**src/rtl/control_unit.sv**
```systemverilog
// control_unit: instruction decode plus a small debug controller.
//
// Decode (combinational from the instruction fields):
//   opcode[6:0]                -> RegWrite, ALUSrc, MemRead, MemWrite, MemtoReg, Branch, Jump, ALUOp
//   ALUOp, funct3, funct7[5]   -> ALUControl[3:0]
//
// Debug controller (clocked on clk, asynchronous active-low reset):
//   enable, rd_wr, address, data_out -> debug register access (0x0 DCTRL, 0x4 DSTATUS,
//                                       0x8 DBP, 0xC DSCRATCH)
//   data_in                          -> registered read data
//   run, step                        -> rising-edge sensitive debugger commands
//   pc                               -> compared against DBP for breakpoints
//   halt                             -> CPU stall request (registered)
module control_unit (
    input  logic        clk,
    input  logic        reset,
    input  logic [6:0]  opcode,
    input  logic [2:0]  funct3,
    input  logic [6:0]  funct7,
    output logic [1:0]  ALUOp,
    output logic        MemRead,
    output logic        MemWrite,
    output logic        MemtoReg,
    output logic        ALUSrc,
    output logic        RegWrite,
    output logic        Branch,
    output logic        Jump,
    output logic [3:0]  ALUControl,
    input  logic [31:0] pc,
    input  logic        enable,
    input  logic        rd_wr,
    input  logic [31:0] address,
    input  logic [31:0] data_out,
    output logic [31:0] data_in,
    input  logic        step,
    input  logic        run,
    output logic        halt
);

    localparam logic [6:0] OpR     = 7'b0110011;
    localparam logic [6:0] OpIAlu  = 7'b0010011;
    localparam logic [6:0] OpLoad  = 7'b0000011;
    localparam logic [6:0] OpStore = 7'b0100011;
    localparam logic [6:0] OpBr    = 7'b1100011;
    localparam logic [6:0] OpJal   = 7'b1101111;
    localparam logic [6:0] OpJalr  = 7'b1100111;
    localparam logic [6:0] OpLui   = 7'b0110111;
    localparam logic [6:0] OpAuipc = 7'b0010111;

    localparam logic [3:0] AluAdd  = 4'b0000;
    localparam logic [3:0] AluSub  = 4'b0001;
    localparam logic [3:0] AluSll  = 4'b0010;
    localparam logic [3:0] AluSlt  = 4'b0011;
    localparam logic [3:0] AluSltu = 4'b0100;
    localparam logic [3:0] AluXor  = 4'b0101;
    localparam logic [3:0] AluSrl  = 4'b0110;
    localparam logic [3:0] AluSra  = 4'b0111;
    localparam logic [3:0] AluOr   = 4'b1000;
    localparam logic [3:0] AluAnd  = 4'b1001;

    // ------------------------------------------------------------------
    // Main decoder
    // ------------------------------------------------------------------
    always_comb begin
        ALUOp    = 2'b00;
        MemRead  = 1'b0;
        MemWrite = 1'b0;
        MemtoReg = 1'b0;
        ALUSrc   = 1'b0;
        RegWrite = 1'b0;
        Branch   = 1'b0;
        Jump     = 1'b0;
        case (opcode)
            OpR: begin
                RegWrite = 1'b1;
                ALUOp    = 2'b10;
            end
            OpIAlu: begin
                RegWrite = 1'b1;
                ALUSrc   = 1'b1;
                ALUOp    = 2'b11;
            end
            OpLoad: begin
                RegWrite = 1'b1;
                ALUSrc   = 1'b1;
                MemRead  = 1'b1;
                MemtoReg = 1'b1;
            end
            OpStore: begin
                ALUSrc   = 1'b1;
                MemWrite = 1'b1;
            end
            OpBr: begin
                Branch   = 1'b1;
                ALUOp    = 2'b01;
            end
            OpJal, OpJalr: begin
                RegWrite = 1'b1;
                ALUSrc   = 1'b1;
                Jump     = 1'b1;
            end
            OpLui, OpAuipc: begin
                RegWrite = 1'b1;
                ALUSrc   = 1'b1;
            end
            default: ;
        endcase
    end

    // ------------------------------------------------------------------
    // ALU control
    // ------------------------------------------------------------------
    logic unused_funct7;
    assign unused_funct7 = ^{funct7[6], funct7[4:0]};

    always_comb begin
        ALUControl = AluAdd;
        case (ALUOp)
            2'b00: ALUControl = AluAdd;
            2'b01: ALUControl = AluSub;
            default: begin
                case (funct3)
                    // Immediate forms have no SUB; funct7 there is immediate bits.
                    3'b000: ALUControl = (ALUOp == 2'b10 && funct7[5]) ? AluSub : AluAdd;
                    3'b001: ALUControl = AluSll;
                    3'b010: ALUControl = AluSlt;
                    3'b011: ALUControl = AluSltu;
                    3'b100: ALUControl = AluXor;
                    3'b101: ALUControl = funct7[5] ? AluSra : AluSrl;
                    3'b110: ALUControl = AluOr;
                    default: ALUControl = AluAnd;
                endcase
            end
        endcase
    end

    // ------------------------------------------------------------------
    // Debug controller
    // ------------------------------------------------------------------
    logic        halt_q, halt_d;
    logic        bp_en_q, bp_en_d;
    logic        bp_hit_q, bp_hit_d;
    logic        stepping_q, stepping_d;
    logic        halt_prev_q;
    logic        run_prev_q, step_prev_q;
    logic [31:0] dbp_q, dbp_d;
    logic [31:0] dscratch_q, dscratch_d;
    logic [31:0] data_in_q, data_in_d;

    logic        addr_ok;
    logic        wr_en, rd_en;
    logic        run_edge, step_edge;
    logic        halt_fell;
    logic        bp_match;
    logic [31:0] rd_data;

    assign addr_ok   = (address[31:4] == 28'd0) && (address[1:0] == 2'b00);
    assign wr_en     = enable & rd_wr & addr_ok;
    assign rd_en     = enable & ~rd_wr;
    assign run_edge  = run & ~run_prev_q;
    assign step_edge = step & ~step_prev_q;
    // Compare is masked for one cycle after release so a run/step off a
    // breakpoint can advance past it.
    assign halt_fell = halt_prev_q & ~halt_q;
    assign bp_match  = ~halt_q & bp_en_q & (pc == dbp_q) & ~halt_fell;

    always_comb begin
        rd_data = 32'd0;
        if (addr_ok) begin
            case (address[3:2])
                2'd0:    rd_data = {30'd0, bp_en_q, halt_q};
                2'd1:    rd_data = {29'd0, bp_hit_q, stepping_q, halt_q};
                2'd2:    rd_data = dbp_q;
                default: rd_data = dscratch_q;
            endcase
        end
    end

    always_comb begin
        halt_d     = halt_q;
        bp_en_d    = bp_en_q;
        bp_hit_d   = bp_hit_q;
        stepping_d = 1'b0;
        dbp_d      = dbp_q;
        dscratch_d = dscratch_q;
        data_in_d  = data_in_q;

        if (wr_en) begin
            case (address[3:2])
                2'd0:    bp_en_d    = data_out[1];
                2'd2:    dbp_d      = data_out;
                2'd3:    dscratch_d = data_out;
                default: ;
            endcase
        end

        if (rd_en) begin
            data_in_d = rd_data;
        end

        // Halt priority: run > step (incl. re-halt after a step) > DCTRL write > breakpoint.
        if (run_edge) begin
            halt_d   = 1'b0;
            bp_hit_d = 1'b0;
        end else if (step_edge && halt_q) begin
            halt_d     = 1'b0;
            stepping_d = 1'b1;
        end else if (stepping_q) begin
            halt_d = 1'b1;
        end else if (wr_en && address[3:2] == 2'd0) begin
            halt_d = data_out[0];
        end else if (bp_match) begin
            halt_d   = 1'b1;
            bp_hit_d = 1'b1;
        end
    end

    always_ff @(posedge clk or negedge reset) begin
        if (!reset) begin
            halt_q      <= 1'b0;
            bp_en_q     <= 1'b0;
            bp_hit_q    <= 1'b0;
            stepping_q  <= 1'b0;
            halt_prev_q <= 1'b0;
            run_prev_q  <= 1'b0;
            step_prev_q <= 1'b0;
            dbp_q       <= 32'd0;
            dscratch_q  <= 32'd0;
            data_in_q   <= 32'd0;
        end else begin
            halt_q      <= halt_d;
            bp_en_q     <= bp_en_d;
            bp_hit_q    <= bp_hit_d;
            stepping_q  <= stepping_d;
            halt_prev_q <= halt_q;
            run_prev_q  <= run;
            step_prev_q <= step;
            dbp_q       <= dbp_d;
            dscratch_q  <= dscratch_d;
            data_in_q   <= data_in_d;
        end
    end

    assign halt    = halt_q;
    assign data_in = data_in_q;

endmodule

```
**config.mk**
```make
export PLATFORM = sky130hd
export DESIGN_NAME = control_unit
export DESIGN_NICKNAME = d
export VERILOG_FILES = /design/src/rtl/control_unit.sv
export SDC_FILE = /design/constraint.sdc
export NUM_CORES = 1
export LEC_CHECK = 0
export BUFFER_PORTS_ARGS = -buffer_cell sky130_fd_sc_hd__buf_2
export CAP_MARGIN = 20
export CORE_ASPECT_RATIO = 1.5
export CORE_MARGIN = 4
export CORE_UTILIZATION = 40
export DETAILED_ROUTE_END_ITERATION = 10
export PLACE_DENSITY_LB_ADDON = 0.3
export SLEW_MARGIN = 40
export SYNTH_ARGS = -nofsm -noshare
export SYNTH_HDL_FRONTEND = slang
export SYNTH_SLANG_ARGS = --single-unit
```
**constraint.sdc**
```tcl
create_clock -name clk -period 2 [get_ports clk]
set_clock_uncertainty 0.2 [all_clocks]
set_input_delay 0 -clock clk [delete_from_list [all_inputs] [get_ports clk]]
set_output_delay 0 -clock clk [all_outputs]
set_load 0.005 [all_outputs]
```
==> impl_results.md, run 1 <==
* Worst-path clk slew at 70 ps
* Synth Register Bits at slightly above 100
* Syn Nets at 522
* Leakage power at 3.46 nW
* GRT Total Usage at 18.7%
* CORE AREA at 12,000 µm²
* Sequential element share of the synthesized area at 53.2%
* Fill cells at 1,027
* Worst setup EP type: register
* Clock latency on the worst-skew pair at 340 ps
* CP peak stage delay at 500 ps
* RSZ-0062 raised after global routing: no
* CTS tree: yes
* Worst ir drop on vdd at roughly 500 µV
* Synth top area share at about 53%
* Final Hold Vio Count at 1
* Mean Syn Cell Area at ~12 µm²
* Initial Util at 40.6%
* Number of max-cap violations at 0
* Grt ovf at 0
* Chip width at 97.9 µm
* Area of the mapped netlist at between 4000 and 5000 µm²
* Delay-heaviest family, CP: simple AND/OR/NAND/NOR gates
* Relative slew slack at between 60 and 70%
* Async S/R FF share, synth at 100%
* Initial DRC Count at 86
* CP cell instances: xor2_1 -> or4b_1 -> nor4_2 -> nand3_1 -> o32ai_1
* Ys Warns at 0
* Worst-path fanout max at 3
* Place WS at -54.4 ps
* Final #Nets at 739
* DR WL met3 at around 550 µm
* Met2 WL at 7150 µm
* WP buf/inv at 0
* Largest net degree at the start of global routing at 43
* Detailed-route DRC error count at 0
* Synth area leader: dfrtp_1
* Failing checks: negative hold slack
* Vias in the first global route at 4,123
* CP required at 2040 ps
* Top layer in use: met4
* Fin. max-slew vios at 0
* Num CTS Buffers at 9
* First-pass GRT wire length at just over 20,000 µm
* Crit path kind: register to register
* Crit share post-route at 98.5%
* Synth-to-Final Area Change at 38.8%
* Pwr dens at 630 nW/µm²
* Max Root-Sink Buffers at 2
* Initial antenna violation count at 0
* H-tree levels at 3
* CP max stage cell: or4b_1
* Routability cong. at 0.860
* I/O pin count at 165
* Vias per Instance at 4.99
* CTS root buffer: clkbuf_16
* Minimum clock period at 1970 ps
* Routed WL at 12,900 µm
* Antenna Violating Nets Remaining at 0
* DR vias at 3,887
* M1 wire length at 5010 µm
* Detailed placer's ending HPWL at 9510 µm
* EDFF count, synth at 0
* 1st-pass router iterations at 4
* Setup Buffers After CTS at 0
* Post-synth top flop: dfrtp_1
* Crit path DAT at 2010 ps
* Hold Slack at -5.18 ps
* Die height at 143 µm
* Hold Crit Class: primary input to register
* Layout cells sized above 1 at 31.5%
* Synth Instances at 403
* Die ar. at 14,000 µm²
* Clk sinks at roughly 100
* Setup TNS at 0 ps
* Cell row count at 49
* Final setup fails at 0
* Area contributors post-synth: dfrtp_1 53%, mux2_1 15%, mux2i_1 6.2%
* Setup WS post-layout at between 20 and 30 ps
* Slew @ Worst Pin at 468 ps
* Worst Setup Start Kind: register
* Number of port buffers at 158
* Status: finished with violations
* Peak Freq at 508 MHz
* Drt wl/cell at around 17 µm
* Netlist cell types at 40
-- cells in the mapped netlist, types with 2 or more instances --
cell and instances:
a211oi_1 2, a21oi_1 5, and3_1 3, and3b_1 2, buf_2 3, buf_4 3
buf_6 6, clkbuf_1 9, dfrtp_1 103, inv_1 4, mux2_1 65, mux2i_1 30
nand2_1 46, nand3_1 4, nand4_1 8, nor2_1 9, nor2b_1 3, nor3_1 3
nor4_1 7, o211ai_1 2, o21ai_0 7, o21ai_1 30, or3_1 2, xnor2_1 29
xor2_1 3
-- layer usage --
layer / global-route usage, % / up-vias
met4: 6.64 / 0
met1: 21.2 / 1917
li1: - / 1853
met5: 0 / -
met2: 34.8 / 105
met3: 3.57 / 12
-- cell usage in the layout (no fill, tap or decap), types with 3 or more instances in the layout --
cell / n
nand4_1: 8
nor2b_1: 3
xnor2_1: 29
clkinvlp_4: 3
dlygate4sd3_1: 55
nand3_1: 4
nor3_1: 3
buf_2: 157
xor2_1: 3
o21ai_0: 7
nor4_1: 7
mux2i_1: 30
buf_12: 5
dfrtp_1: 103
nand2_1: 46
clkbuf_16: 9
inv_1: 4
a21oi_1: 5
o21ai_1: 30
mux2_1: 65
buf_4: 9
nor2_1: 9
-- worst register-to-register path: stages (launching register included) --
cell	delay, ps
dfrtp_1	400
xor2_1	160
or4b_1	500
nor4_2	220
nand3_1	130
o32ai_1	260
-- cells by family (layout without fill, tap and decap cells) --
kind of cell / after synthesis / in the layout / synth area share [%]
AND/OR/NAND/NOR: 97 / 97 / 10.4
flip-flops: 103 / 103 / 53.2
multiplexers: 97 / 97 / 22.0
buffers and inverters: 25 / 247 / 3.17
other: 0 / 1 / 0
AO/OA/AOI/OAI: 49 / 49 / 5.50
XOR/XNOR: 32 / 32 / 5.78
-- stage by stage --
| stage | utilization, % | instance area (µm²) | hold WS (ps) | power [mW] | cells |
|---|---|---|---|---|---|
| floorplan | - | 4850 | -496 | 2.22 | 403 |
| global placement | 49.1 | 5870 | -196 | 2.42 | 707 |
| finish | 56.3 | 6730 | -5.18 | 4.24 | 779 |
| detailed placement | 49.1 | 5870 | -189 | 2.43 | 707 |
| CTS | 56.2 | 6720 | 2.60 | 4.28 | 778 |
| global route | 56.3 | 6730 | 19.6 | 4.40 | 778 |
-- path summary, 6_finish.rpt --
check | start | endpoint | slack (ps) | cells past startpoint
min in group asynchronous | reset | data_in[15]$_DFFE_PN0P_ | 480 | 3
max | dbp_q[5]$_DFFE_PN0P_ | bp_hit_q$_DFFE_PN0P_ | 30 | 5
max reg2reg | dbp_q[5]$_DFFE_PN0P_ | bp_hit_q$_DFFE_PN0P_ | 30 | 5
min | pc[21] | bp_hit_q$_DFFE_PN0P_ | -5 | 6
min reg2reg | data_in[1]$_DFFE_PN0P_ | data_in[1]$_DFFE_PN0P_ | 280 | 2
max in group asynchronous | reset | data_in[9]$_DFFE_PN0P_ | 170 | 4
-- final cells by class --
class                      instances  area [µm²]  share of cell area [%]
antenna                            1        2.50                  0.0372
multi-input combinational        275        2130                    31.6
inverter                           4        15.0                   0.223
tap                              153         191                    2.84
clock inverter                     5        57.6                   0.855
timing repair buffer             227        1520                    22.5
sequential                       103        2580                    38.3
clock buffer                      11         243                    3.61
-- power breakdown --
group          switching [mW]  leakage [nW]  internal (mW)
clock network           0.760         0.138           1.00
registers            0.000492          1.44           2.08
logic                   0.182          1.88          0.207
total                   0.943          3.46           3.29
-- registers in the layout (all words and copies together), names as in the netlist --
register and count:
data_in 32, dbp_q 32, dscratch_q 32, bp_en_q 1
bp_hit_q 1, halt 1, halt_prev_q 1, run_prev_q 1
step_prev_q 1, stepping_q 1
-- what timing repair did --
action,4_1_cts,5_1_grt
hold buffers,55,0
endpoints found under the hold margin,179,0
resized for setup,0,1
endpoints found under the setup margin,1,5
gates cloned,0,0
pin swaps,1,0
No activity file was read; power rests on OpenSTA's default activity.
==> inputs of run 2 (changes only) <==
--- a/config.mk
+++ b/config.mk
@@ -12,6 +12,7 @@
 export CORE_UTILIZATION = 40
 export DETAILED_ROUTE_END_ITERATION = 10
 export PLACE_DENSITY_LB_ADDON = 0.3
+export RECOVER_POWER = 25
 export SLEW_MARGIN = 40
 export SYNTH_ARGS = -nofsm -noshare
 export SYNTH_HDL_FRONTEND = slang
==> run 2 against run 1 <==
Combinational power is essentially flat. Largest power group unchanged. Routed wire length shrank 0.24%. Clock power is essentially flat. Sequential share of layout area grew 0.22 points. Die area is the same. Critical endpoint unchanged. Count of clock-buffer cells in the layout is the same. Total power is essentially flat. The run still ends with negative hold slack left. Setup slack is essentially flat. Sequential cell count is the same. Largest cell class unchanged.
==> impl_results.md, run 2 (synthesis results as in run 1) <==
* Pwr dens at 633 nW/µm²
* CP max stage cell: or4b_1
* Routability cong. at 0.860
* Worst setup EP type: register
* First-pass GRT wire length at 20,700 µm
* CP peak stage delay at 500 ps
* Max Root-Sink Buffers at 2
* Leakage power at about 3.3 nW
* CP required at roughly 2000 ps
* Relative slew slack at between 60% and 70%
* Initial DRC Count at 90
* Chip width at 97.9 µm
* Commonest non-fill, non-tap cells in the layout: 126 x buf_2, 103 x dfrtp_1, 65 x mux2_1, 55 x dlygate4sd3_1, 46 x nand2_1
* Final cell count without fillers at ~800
* Crit share post-route at a little over nine tenths
* Worst-path clk slew at 70 ps
* Synth-to-Final Area Change at 38.0%
* Die ar. at 14,000 µm²
* Crit path kind: register to register
* Antenna Violating Nets Remaining at 0
* Number of port buffers at around 160
* Detailed placer's ending HPWL at 9510 µm
* Minimum clock period at approximately 2000 ps
* Die height at 143 µm
* WP buf/inv at 0
* Crit path DAT at 2010 ps
* Final Hold Vio Count at 1
* Place WS at -54.4 ps
* Peak Freq at 508 MHz
* Failing checks: negative hold slack
* Num CTS Buffers at 9
* Routed WL at 12,900 µm
* Delay-heaviest family, CP: simple AND/OR/NAND/NOR gates
* Cell row count at 49
* I/O pin count at ~170
* Drt wl/cell at 16.5 µm
* Final #Nets at 739
* Detailed-route DRC error count at 0
* Layout cells sized above 1 at 26.9%
* Fin. max-slew vios at 0
* Worst-path fanout max at 3
* Most common cell after layout, fill and taps aside: buf_2
* RSZ-0062 raised after global routing: no
* Initial antenna violation count at 0
* Worst ir drop on vdd at ~500 µV
* Placed cell count at 707
* Status: finished with violations
* Largest net degree at the start of global routing at 43
* GRT Total Usage at 18.7%
* CORE AREA at 12,000 µm²
* Worst Setup Start Kind: register
* Clock latency on the worst-skew pair at approximately 340 ps
* Clk sinks at a little over 100
* Initial Util at 40.6%
* H-tree levels at 3
* Post-DP Area at 5870 µm²
* Final setup fails at 0
* 1st-pass router iterations at 4
* Hold Crit Class: primary input to register
* Slew @ Worst Pin at 470 ps
* DR vias at around 3.9k
* Grt ovf at 0
* CTS tree: yes
* Finished layout cell area at 6690 µm²
* Setup WS post-layout at around 30 ps
* CTS root buffer: clkbuf_16
* Number of max-cap violations at 0
* Vias per Instance at 5.00
* Hold Slack at -5.73 ps
* Vias in the first global route at 4,123
* CP cell instances: xor2_1 -> or4b_1 -> nor4_2 -> nand3_1 -> o32ai_1
[run 2: cell count changes in the layout (fill, tap and decap cells not counted), sizes merged]
cell    previous run  this run
buf              172       140
clkbuf            11        43
[run 2: per-stage QoR]
stage	TNS, ps	utilization [%]	power (mW)
after floorplan	0	-	2.22
after global routing	0	55.9	4.40
after global placement	0	49.1	2.42
after detailed placement	-54.4	49.1	2.43
final	0	56.0	4.23
after CTS	0	56.2	4.28
[run 2: final timing paths]
| path | cells after the start | endpoint | start | slack (ps) |
|---|---|---|---|---|
| min in group asynchronous | 3 | data_in[15]$_DFFE_PN0P_ | reset | 480 |
| max in group asynchronous | 4 | data_in[9]$_DFFE_PN0P_ | reset | 170 |
| setup / recovery | 5 | bp_hit_q$_DFFE_PN0P_ | dbp_q[5]$_DFFE_PN0P_ | 30 |
| hold reg to reg | 2 | data_in[1]$_DFFE_PN0P_ | data_in[1]$_DFFE_PN0P_ | 280 |
| hold / removal | 6 | bp_hit_q$_DFFE_PN0P_ | pc[21] | -6 |
| setup reg to reg | 5 | bp_hit_q$_DFFE_PN0P_ | dbp_q[5]$_DFFE_PN0P_ | 30 |
[run 2: layout make-up]
| class | instances | area, µm² |
|---|---|---|
| Timing Repair Buffer | 227 | 1480 |
| Clock inverter | 5 | 57.6 |
| Inverter | 4 | 15.0 |
| Fill cell | 1047 | 5270 |
| Clock buffer | 11 | 243 |
| Tap cell | 153 | 191 |
| Antenna cell | 1 | 2.50 |
| Sequential cell | 103 | 2580 |
| Multi-Input combinational cell | 275 | 2130 |
[run 2: worst reg2reg max path: stages (launching register included)]
cell and delay (ps):
dfrtp_1 400, xor2_1 160, or4b_1 500, nor4_2 220, nand3_1 130, o32ai_1 260
[run 2: routing by layer]
metal	vias up	part of all wire, %	global-route usage [%]	wire length (µm)
li1	1854	-	-	-
met1	1917	39	21.2	4980
met2	109	55	34.8	7100
met3	13	4.6	3.57	595
met4	0	1.4	6.64	182
met5	-	0	0	0
[run 2: power by group]
part | switching (mW) | internal, mW
combinational | 0.183 | 0.206
sequential | 0.000492 | 2.08
clock | 0.758 | 1.00
[run 2: what timing repair did]
item / CTS / global route
buffers inserted: 0 / 0
endpoints found under the hold margin: 179 / 0
endpoints found under the setup margin: 1 / 5
gates resized for setup: 0 / 1
hold buffers: 55 / 0
pin swaps: 1 / 0
